File: src/rtl/mipi_packet_framer.sv
// Serialises one DLEN-byte payload frame into 48-bit MIPI words: header, descriptor, data, guard.
// Build with MIPI_FRAMER_CRC16_EN to carry a CRC-16/CCITT-FALSE of the payload in the guard word.
module mipi_packet_framer #(
    parameter int          DLEN = 6,
    parameter logic [23:0] SOF  = 24'hEAFF99,
    parameter int          GAP  = 2
) (
    input  logic              tx_pixel_clk,
    input  logic              rst,
    input  logic              frame_valid,
    output logic              frame_ready,
    input  logic [DLEN*8-1:0] frame_payload,
    input  logic [7:0]        frame_dtype,
    input  logic [7:0]        frame_phl_id,
    input  logic              tx_ready,
    output logic [47:0]       tx_packet,
    output logic              tx_valid,
    output logic              frame_done,
    output logic [23:0]       pkt_id
);
    localparam int WORDS = (DLEN + 5) / 6;
    localparam int PADW  = WORDS * 48;
    localparam int PADB  = PADW - DLEN * 8;
    localparam int CW    = (WORDS > 1) ? $clog2(WORDS) : 1;
    localparam int GW    = (GAP > 1) ? $clog2(GAP) : 1;

    typedef enum logic [2:0] {S_IDLE, S_HDR, S_DESC, S_DATA, S_GUARD, S_GAP} state_t;

    state_t          state;
    logic [PADW-1:0] pay_q;
    logic [7:0]      dtype_q;
    logic [7:0]      phl_q;
    logic [CW-1:0]   dat_cnt;
    logic [GW-1:0]   gap_cnt;
    logic [47:0]     guard_word;
    logic            tx_fire;

    // Chunk idx of the zero-padded payload, with its 24-bit halves swapped onto the wire.
    function automatic logic [47:0] data_word(input logic [PADW-1:0] p, input logic [CW-1:0] idx);
        logic [PADW-1:0] t;
        t = p << (48 * int'(idx));
        return {t[PADW-25 -: 24], t[PADW-1 -: 24]};
    endfunction

    assign tx_fire     = tx_valid & tx_ready;
    assign frame_ready = (state == S_IDLE) & ~rst;
    assign frame_done  = tx_fire & (state == S_GUARD) & ~rst;

`ifdef MIPI_FRAMER_CRC16_EN
    logic [15:0]   crc_q;
    logic [CW-1:0] crc_idx;
    logic          crc_busy;

    function automatic logic [15:0] crc_byte(input logic [15:0] c_in, input logic [7:0] b);
        logic [15:0] c;
        c = c_in ^ {b, 8'h00};
        for (int i = 0; i < 8; i++)
            c = c[15] ? ((c << 1) ^ 16'h1021) : (c << 1);
        return c;
    endfunction

    // Six bytes per cycle, pad bytes skipped; finishes WORDS cycles after accept,
    // which is always before the guard word can be loaded.
    function automatic logic [15:0] crc_chunk(input logic [15:0] c_in, input logic [PADW-1:0] p,
                                              input logic [CW-1:0] idx);
        logic [15:0]     c;
        logic [PADW-1:0] t;
        c = c_in;
        t = p << (48 * int'(idx));
        for (int k = 0; k < 6; k++) begin
            if (int'(idx) * 6 + k < DLEN)
                c = crc_byte(c, t[PADW-1 -: 8]);
            t = t << 8;
        end
        return c;
    endfunction

    always_ff @(posedge tx_pixel_clk) begin
        if (rst) begin
            crc_q    <= 16'hFFFF;
            crc_idx  <= '0;
            crc_busy <= 1'b0;
        end else if (frame_valid && frame_ready) begin
            crc_q    <= 16'hFFFF;
            crc_idx  <= '0;
            crc_busy <= 1'b1;
        end else if (crc_busy) begin
            crc_q <= crc_chunk(crc_q, pay_q, crc_idx);
            if (crc_idx == CW'(WORDS - 1))
                crc_busy <= 1'b0;
            else
                crc_idx <= crc_idx + CW'(1);
        end
    end

    assign guard_word = {32'h0, crc_q};
`else
    assign guard_word = 48'h0;
`endif

    always_ff @(posedge tx_pixel_clk) begin
        if (rst) begin
            state     <= S_IDLE;
            tx_packet <= 48'h0;
            tx_valid  <= 1'b0;
            pkt_id    <= 24'h0;
            gap_cnt   <= '0;
            dat_cnt   <= '0;
        end else begin
            case (state)
                S_IDLE: begin
                    if (frame_valid) begin
                        pay_q     <= PADW'(frame_payload) << PADB;
                        dtype_q   <= frame_dtype;
                        phl_q     <= frame_phl_id;
                        tx_packet <= {SOF, pkt_id};
                        tx_valid  <= 1'b1;
                        state     <= S_HDR;
                    end
                end
                S_HDR: begin
                    if (tx_fire) begin
                        tx_packet <= {dtype_q, 32'(DLEN), phl_q};
                        state     <= S_DESC;
                    end
                end
                S_DESC: begin
                    if (tx_fire) begin
                        tx_packet <= data_word(pay_q, '0);
                        dat_cnt   <= '0;
                        state     <= S_DATA;
                    end
                end
                S_DATA: begin
                    if (tx_fire) begin
                        if (dat_cnt == CW'(WORDS - 1)) begin
                            tx_packet <= guard_word;
                            state     <= S_GUARD;
                        end else begin
                            tx_packet <= data_word(pay_q, dat_cnt + CW'(1));
                            dat_cnt   <= dat_cnt + CW'(1);
                        end
                    end
                end
                S_GUARD: begin
                    if (tx_fire) begin
                        tx_packet <= 48'h0;
                        tx_valid  <= 1'b0;
                        pkt_id    <= pkt_id + 24'd1;
                        gap_cnt   <= '0;
                        state     <= (GAP == 0) ? S_IDLE : S_GAP;
                    end
                end
                S_GAP: begin
                    if (gap_cnt == GW'(GAP - 1))
                        state <= S_IDLE;
                    else
                        gap_cnt <= gap_cnt + GW'(1);
                end
                default: state <= S_IDLE;
            endcase
        end
    end
endmodule
File: config.mk
export PLATFORM = sky130hd
export DESIGN_NAME = mipi_packet_framer
export DESIGN_NICKNAME = d
export VERILOG_FILES = /design/src/rtl/mipi_packet_framer.sv
export SDC_FILE = /design/constraint.sdc
export NUM_CORES = 1
export LEC_CHECK = 0
export ABC_AREA = 1
export CAP_MARGIN = 20
export CORE_MARGIN = 4
export CORE_UTILIZATION = 28
export DETAILED_ROUTE_END_ITERATION = 10
export SYNTH_ARGS = -nofsm -noshare
export SYNTH_HDL_FRONTEND = slang
export SYNTH_SLANG_ARGS = --single-unit
File: constraint.sdc
create_clock -name tx_pixel_clk -period 4.36 [get_ports tx_pixel_clk]
set_input_delay 0.872 -clock tx_pixel_clk [delete_from_list [all_inputs] [get_ports tx_pixel_clk]]
set_output_delay 0.872 -clock tx_pixel_clk [all_outputs]
set_load 0.03 [all_outputs]
==> metrics.md, run 1 <==
| Metric | Value |
|---|---|
| Cell count after synthesis | 695 |
| Root buf cell | clkbuf_16 |
| GR Layer Usage met3 | 0.0456 |
| Die W | 154 um |
| Syn Nets | 764 |
| Worst-Skew Late Latency | 430 ps |
| CP Max Fanout | 10 |
| Dpl cell area | 7560 um^2 |
| Clock transition at path regs | 60 ps |
| Setup TNS | 0 ps |
| Vias in the first global route | 4698 |
| Mapped Area | 5940 um^2 |
| Grt ovf | 0 |
| Period minus WS final | 3380 ps |
| Gr usage total | 0.141 |
| Port Buffers | 142 |
| Drt wl/cell | 14.9 um |
| Ys Warns | 0 |
| Slew HR | 0.336 |
| Skew final | 12.7 ps |
| Max cap viols | 0 |
| Layout area overhead | 37.9% |
| Post-cts resize count | 0 |
| Seq cells post-synth | 141 |
| Via/cell ratio | 4.42 |
| Fin Hold WS | 465 ps |
| Vert. Die Dim | 154 um |
| Hpwl dp | 10900 um |
| TritonCTS clock tree | built |
| Hold Crit Class | register to register |
| Tcrit/Tclk final | 0.776 |
| Num ports | 143 |
| Seq/Total Area, Yosys | 0.583 |
| Post-route antenna net violation count | 0 |
| Final Hold Viols | 0 |
| Worst-Margin Slew | 996 ps |
| H-tree depth | 4 |
| Netlist cell types | 27 |
| Iteration-0 DRC Markers | 229 |
| Buffer count from post-CTS setup fixing | 0 |
| Drt pass-1 iters | 4 |
| Initial antenna violation count | 1 |
| Final instance area | 8190 um^2 |
| Via count | 4945 |
| Avg Inst Size Synth | 8.54 um^2 |
| Initial core utilization | 0.283 |
| CTS hold repair buffers | 0 |
| CTS Buf Count | 17 |
| Gpl congestion | 0.819 |
| Sink Count | 141 |
| Antenna Cells | 0 |
| Critical path class | input port to output port |
| Fin nets | 899 |
| Post-Route WL | 16700 um |
| Row cnt | 53 |
| Die area | 23600 um^2 |
| Finish-stage setup viols | 0 |
| Power density over cell area | 697 nW/um^2 |
| Crit start category | input port |
| Critical Path End Type | output port |
| Max Fclk | 296 MHz |
| Max Slew Vio Count | 0 |
| Core Region | 21000 um^2 |
| Crit path required time | 3490 ps |
| Remaining DRCs | 0 |
| Largest net degree at the start of global routing | 50 |
| GRT met2 Usage | 0.225 |
| Clock tree buffer depth | 2 |
| Met1 Use GR | 0.179 |
| First-pass GRT wire length | 26000 um |
| Top Usage Layer GRT | met2 |
| RSZ-0062 raised after global routing | false |
| Status | completed |
| Leakage | 3.20 nW |
| Share of layout cells above drive strength 1 | 0.0641 |
| Maximum VDD drop | 0.000377 V |
| Crit path DAT | 2510 ps |
==> flip-flops by register name (all words and copies together) (netlist names) <==
| register | flops |
|---|---|
| pay_q | 48 |
| tx_packet | 48 |
| pkt_id | 24 |
| dtype_q | 8 |
| phl_q | 8 |
| state | 3 |
| gap_cnt | 1 |
| tx_valid | 1 |
==> synthesized netlist by cell type <==
master    number  share of area
buf_6          6          0.011
nand3_1       58          0.049
nor2_1       130          0.082
dfxtp_1       77           0.26
buf_4          7         0.0088
xnor2_1        1         0.0015
o21ai_1        4         0.0034
edfxtp_1      64           0.32
nand2_2        3         0.0032
clkbuf_1       7         0.0044
buf_2         12          0.010
a41oi_1        1         0.0015
nor2_2         1         0.0011
nor3_2         1         0.0017
nor3_1         3         0.0025
nand3_4        2         0.0059
nand3_2        1         0.0017
nand4_1       11          0.012
o21ai_0       47          0.040
buf_1          1        0.00063
a21oi_1       16          0.013
inv_1         53          0.034
nand2_4        3         0.0057
ha_1           1         0.0021
nor2_4         4         0.0076
inv_2          3         0.0019
nand2_1      178           0.11
==> final timing paths <==
kind                               start  cells past startpoint  slack, ps            end
worst min register to register   gap_cnt                      2        460        gap_cnt
worst min-delay path             gap_cnt                      2        460        gap_cnt
worst max-delay path            tx_ready                      6        980     frame_done
worst max register to register  state[2]                      6       2230  tx_packet[44]
==> worst max-delay path, stage by stage <==
cell	delay, ps
clkdlybuf4s50_1	460
nand2_1	90
inv_1	120
nand3_4	150
nor2_1	140
clkdlybuf4s50_1	680
==> per-stage QoR <==
stage	cells	utilization	power, mW	setup slack [ps]
5_1_grt	1118	0.391	6.06	869
3_5_place_dp	1086	0.361	4.22	953
2_1_floorplan	695	-	3.47	106
3_3_place_gp	1086	0.361	4.20	948
6_report	1118	0.391	5.70	977
4_1_cts	1118	0.391	5.81	948
==> area by class of cell <==
type	instances	area, um^2
clock buffers	19	433
clock inverters	13	196
fillers	2171	12800
inverters	56	210
multi-input cells	465	2070
flip-flops and latches	141	3460
well taps	275	344
repair buffers	149	1470
==> power breakdown <==
group | leakage [nW] | switching, mW | internal, mW | total, mW
Clock | 0.303 | 0.565 | 1.01 | 1.57
Sequential | 1.22 | 0.167 | 1.70 | 1.86
Combinational | 1.67 | 1.51 | 0.752 | 2.27
Total | 3.20 | 2.25 | 3.46 | 5.70
==> layer usage <==
metal  part of all wire  wire (um)
met3              0.071       1180
met1               0.45       7460
met2               0.47       7760
met5            0.00078         13
met4              0.016        262
==> cells by family after synthesis <==
family,Yosys count,synth area share
AND/OR/NAND/NOR,395,0.284
flip-flops,141,0.583
buffers and inverters,89,0.0708
AO/OA/AOI/OAI,68,0.0579
XOR/XNOR,1,0.00148
adder cells (fa/ha/maj),1,0.00211
==> placed cells by master (no fill, tap or decap) <==
cell,Yosys,final
a21oi_1,16,16
a41oi_1,1,1
buf_4,7,7
bufinv_16,0,5
clkbuf_1,7,2
clkbuf_16,0,17
clkdlybuf4s50_1,0,142
clkinv_1,0,3
clkinv_2,0,2
clkinv_4,0,2
clkinvlp_4,0,1
dfxtp_1,77,77
edfxtp_1,64,64
ha_1,1,1
inv_1,53,52
inv_2,3,4
nand2_1,178,178
nand2_2,3,3
nand2_4,3,3
nand3_1,58,58
nand3_2,1,1
nand3_4,2,2
nand4_1,11,11
nor2_1,130,129
nor2_2,1,1
nor2_4,4,5
nor3_1,3,3
nor3_4,0,1
o21ai_0,47,47
o21ai_1,4,4
xnor2_1,1,1
No activity file was read; power rests on OpenSTA's default activity.
==> run 2: changes to the inputs <==
Clock period 4.36 ns to 3.1 ns, I/O delays scaled along.
==> run 2 against run 1 <==
Against the previous run: combinational power up 42%; cell count is the same; clock-buffer cell count up 4; hold slack worse by 1.5 ps; global-route usage down 0.23 points; largest cell class unchanged.
==> metrics.md, run 2 (same netlist as run 1, synthesis figures left out) <==
| Metric | Value |
|---|---|
| Status | completed |
| Post-route insts no fill | 1118 (unchanged) |
| Max Fclk | 362 MHz |
| Post-route antenna net violation count | 0 (unchanged) |
| Initial antenna violation count | 1 (unchanged) |
| Layout area overhead | 37.7% |
| Vert. Die Dim | 154 um (unchanged) |
| Part of the power in combinational logic | 0.409 (+0.012) |
| Fin Hold WS | 463 ps (-1.45 ps) |
| Slowest stage cell on the critical path | clkdlybuf4s50_1 |
| WL met3 | 1080 um (-7.8%) |
| Worst Hold Depth | 2 (unchanged) |
| Post-Route WL | 16400 um (-1.5%) |
| R2r worst-path depth | 7 (+1) |
| Tcrit/Tclk final | 0.890 |
| CTS Buf Count | 17 (unchanged) |
| Crit start category | input port |
| Flop pwr share | 0.333 (+0.006) |
| Critical path class | input port to output port |
| Die area | 23600 um^2 (unchanged) |
| Hold Crit Endpoint | tx_packet[40] |
| Hpwl dp | 10700 um (-0.99%) |
| # fillers | 2148 (-1.1%) |
| CTS hold repair buffers | 0 (unchanged) |
| First-pass GRT wire length | 25600 um (-1.4%) |
| Crit path DAT | 2140 ps (-370 ps) |
| Share of layout cells above drive strength 1 | 0.0664 (+0.00237) |
| Row cnt | 53 (unchanged) |
| WL met1 | 7440 um (-0.24%) |
| Setup TNS | 0 ps (unchanged) |
| Num ports | 143 (unchanged) |
| CP Max Fanout | 3 (-7) |
| Drt pass-1 iters | 4 (unchanged) |
| Vias in the first global route | 4747 (+1.0%) |
| H-tree depth | 4 (unchanged) |
| R2r setup slk | 1060 ps (-1170 ps) |
| Initial core utilization | 0.283 (unchanged) |
| Commonest cells after routing, fill and taps aside | 178 x nand2_1, 141 x clkdlybuf4s50_1, 129 x nor2_1, 77 x dfxtp_1, 64 x edfxtp_1 |
| Worst-Margin Slew | 655 ps (-341 ps) |
| Worst path cell trace | clkdlybuf4s50_1 > nand2_1 > inv_1 > nand3_4 > nor2_1 > clkdlybuf4s50_1 |
| Fin nets | 900 (+0.11%) |
| Max Slew Vio Count | 0 (unchanged) |
| Placed Instances | 1087 (+0.092%) |
| RSZ-0062 raised after global routing | false |
| Reg2reg end | tx_packet[44] |
| Crit path max-delay family | buffers and inverters |
| Slew HR | 0.563 (+0.227) |
| Critical Path End Type | output port |
| Grt ovf | 0 (unchanged) |
| Buffer count from post-CTS setup fixing | 0 (unchanged) |
| Reg2reg start | state[2] |
| Port Buffers | 142 (unchanged) |
| Period minus WS final | 2760 ps |
| Die W | 154 um (unchanged) |
| Via count | 4931 (-0.28%) |
| Max cap viols | 0 (unchanged) |
| WL met2 | 7700 um (-0.85%) |
| Commonest non-fill, non-tap cell in the layout | nand2_1 |
| Final Hold Viols | 0 (unchanged) |
| Leakage | 3.18 nW (-0.48%) |
| Iteration-0 DRC Markers | 187 (-18%) |
| Drt wl/cell | 14.7 um (-1.5%) |
| Sw Share | 0.401 (+0.00736) |
| Gpl congestion | 0.805 (-1.7%) |
| Sink Count | 141 (unchanged) |
| Via/cell ratio | 4.41 (-0.28%) |
| Critical Path Max Stage Delay | 670 ps (about the same) |
| Skew final | 8.46 ps (-4.29 ps) |
| Internal power | 4.71 mW (+36%) |
| Largest net degree at the start of global routing | 51 (+2.0%) |
| Crit path required time | 2480 ps (-1010 ps) |
| Most Frequent Cell on Critical Path | clkdlybuf4s50_1 |
| Finish-stage setup viols | 0 (unchanged) |
| Hold path startpoint | tx_packet[40] |
| Root buf cell | clkbuf_16 |
| Post-cts resize count | 0 (unchanged) |
| Max Used Layer | met5 |
| Power density over cell area | 962 nW/um^2 (+38%) |
| Worst-Skew Late Latency | 420 ps (about the same) |
| TritonCTS clock tree | built |
| Remaining DRCs | 0 (unchanged) |
| Antenna Cells | 0 (unchanged) |
| Clock tree buffer depth | 2 (unchanged) |
| Gr usage total | 0.138 (-0.00227) |
| Core Region | 21000 um^2 (unchanged) |
| Hold Crit Class | register to register |
| Clock transition at path regs | 50 ps (about the same) |
| Buffer and inverter count on the worst path | 3 (unchanged) |
| Largest regs | pay_q x48, tx_packet x48, pkt_id x24 |
| Clock power share | 0.258 (-0.018) |
| Maximum VDD drop | 0.000479 V (+27%) |
| Switch Pwr | 3.16 mW (+41%) |
[run 2: cell types whose count changed in the layout (fill, tap and decap cells not counted), moves of 2 or more]
| cell | before | now |
|---|---|---|
| clkinvlp_4 | 1 | 3 |
| bufinv_16 | 5 | 2 |
| clkinv_2 | 2 | 0 |
| clkbuf_1 | 2 | 4 |
| clkinv_1 | 3 | 0 |
| buf_12 | 0 | 2 |
[run 2: layout make-up]
type | count | area (um^2) | area share
clock buffers | 23 | 479 | 0.0586
repair buffers | 150 | 1500 | 0.184
clock inverters | 8 | 109 | 0.0133
flip-flops and latches | 141 | 3460 | 0.424
inverters | 56 | 210 | 0.0257
multi-input cells | 465 | 2070 | 0.253
well taps | 275 | 344 | 0.0421
[run 2: how the worst max path moves through the flow]
stage               startpoint         end  slack (ps)  cells after the start
floorplan                  rst  dtype_q[0]         170                      2
global placement      tx_ready  frame_done         340                      6
detailed placement    tx_ready  frame_done         330                      6
CTS                   tx_ready  frame_done         320                      6
global route          tx_ready  frame_done         270                      6
finish                tx_ready  frame_done         340                      6
[run 2: layer usage]
layer	GRT usage	vias up
li1	-	2512
met1	0.175	2282
met2	0.224	118
met3	0.0498	17
met4	0.0404	2
met5	0	-
[run 2: per-stage QoR]
| stage | worst slack, ps | power [mW] | area [um^2] | util |
|---|---|---|---|---|
| floorplan | 169 | 4.87 | 5940 | - |
| CTS | 320 | 8.01 | 8180 | 0.390 |
| global route | 271 | 8.38 | 8180 | 0.390 |
| finish | 340 | 7.87 | 8180 | 0.390 |
| detailed placement | 330 | 5.93 | 7590 | 0.362 |
| global placement | 338 | 5.91 | 7590 | 0.362 |
[run 2: worst register-to-register path, cell delays in order, from the launching register on]
cell and delay [ps]:
dfxtp_1 660, nand3_1 180, nand2_1 190, nor2_4 50
inv_2 130, buf_4 480, nand2_1 140, a21oi_1 140
[run 2: power groups by stage]
stage	clock network [mW]	registers (mW)	logic, mW
after CTS	2.10	2.63	3.29
after global placement	0	2.66	3.25
after global routing	2.16	2.67	3.55
after floorplan	0	3.13	1.74
after detailed placement	0	2.66	3.28
final	2.03	2.62	3.22
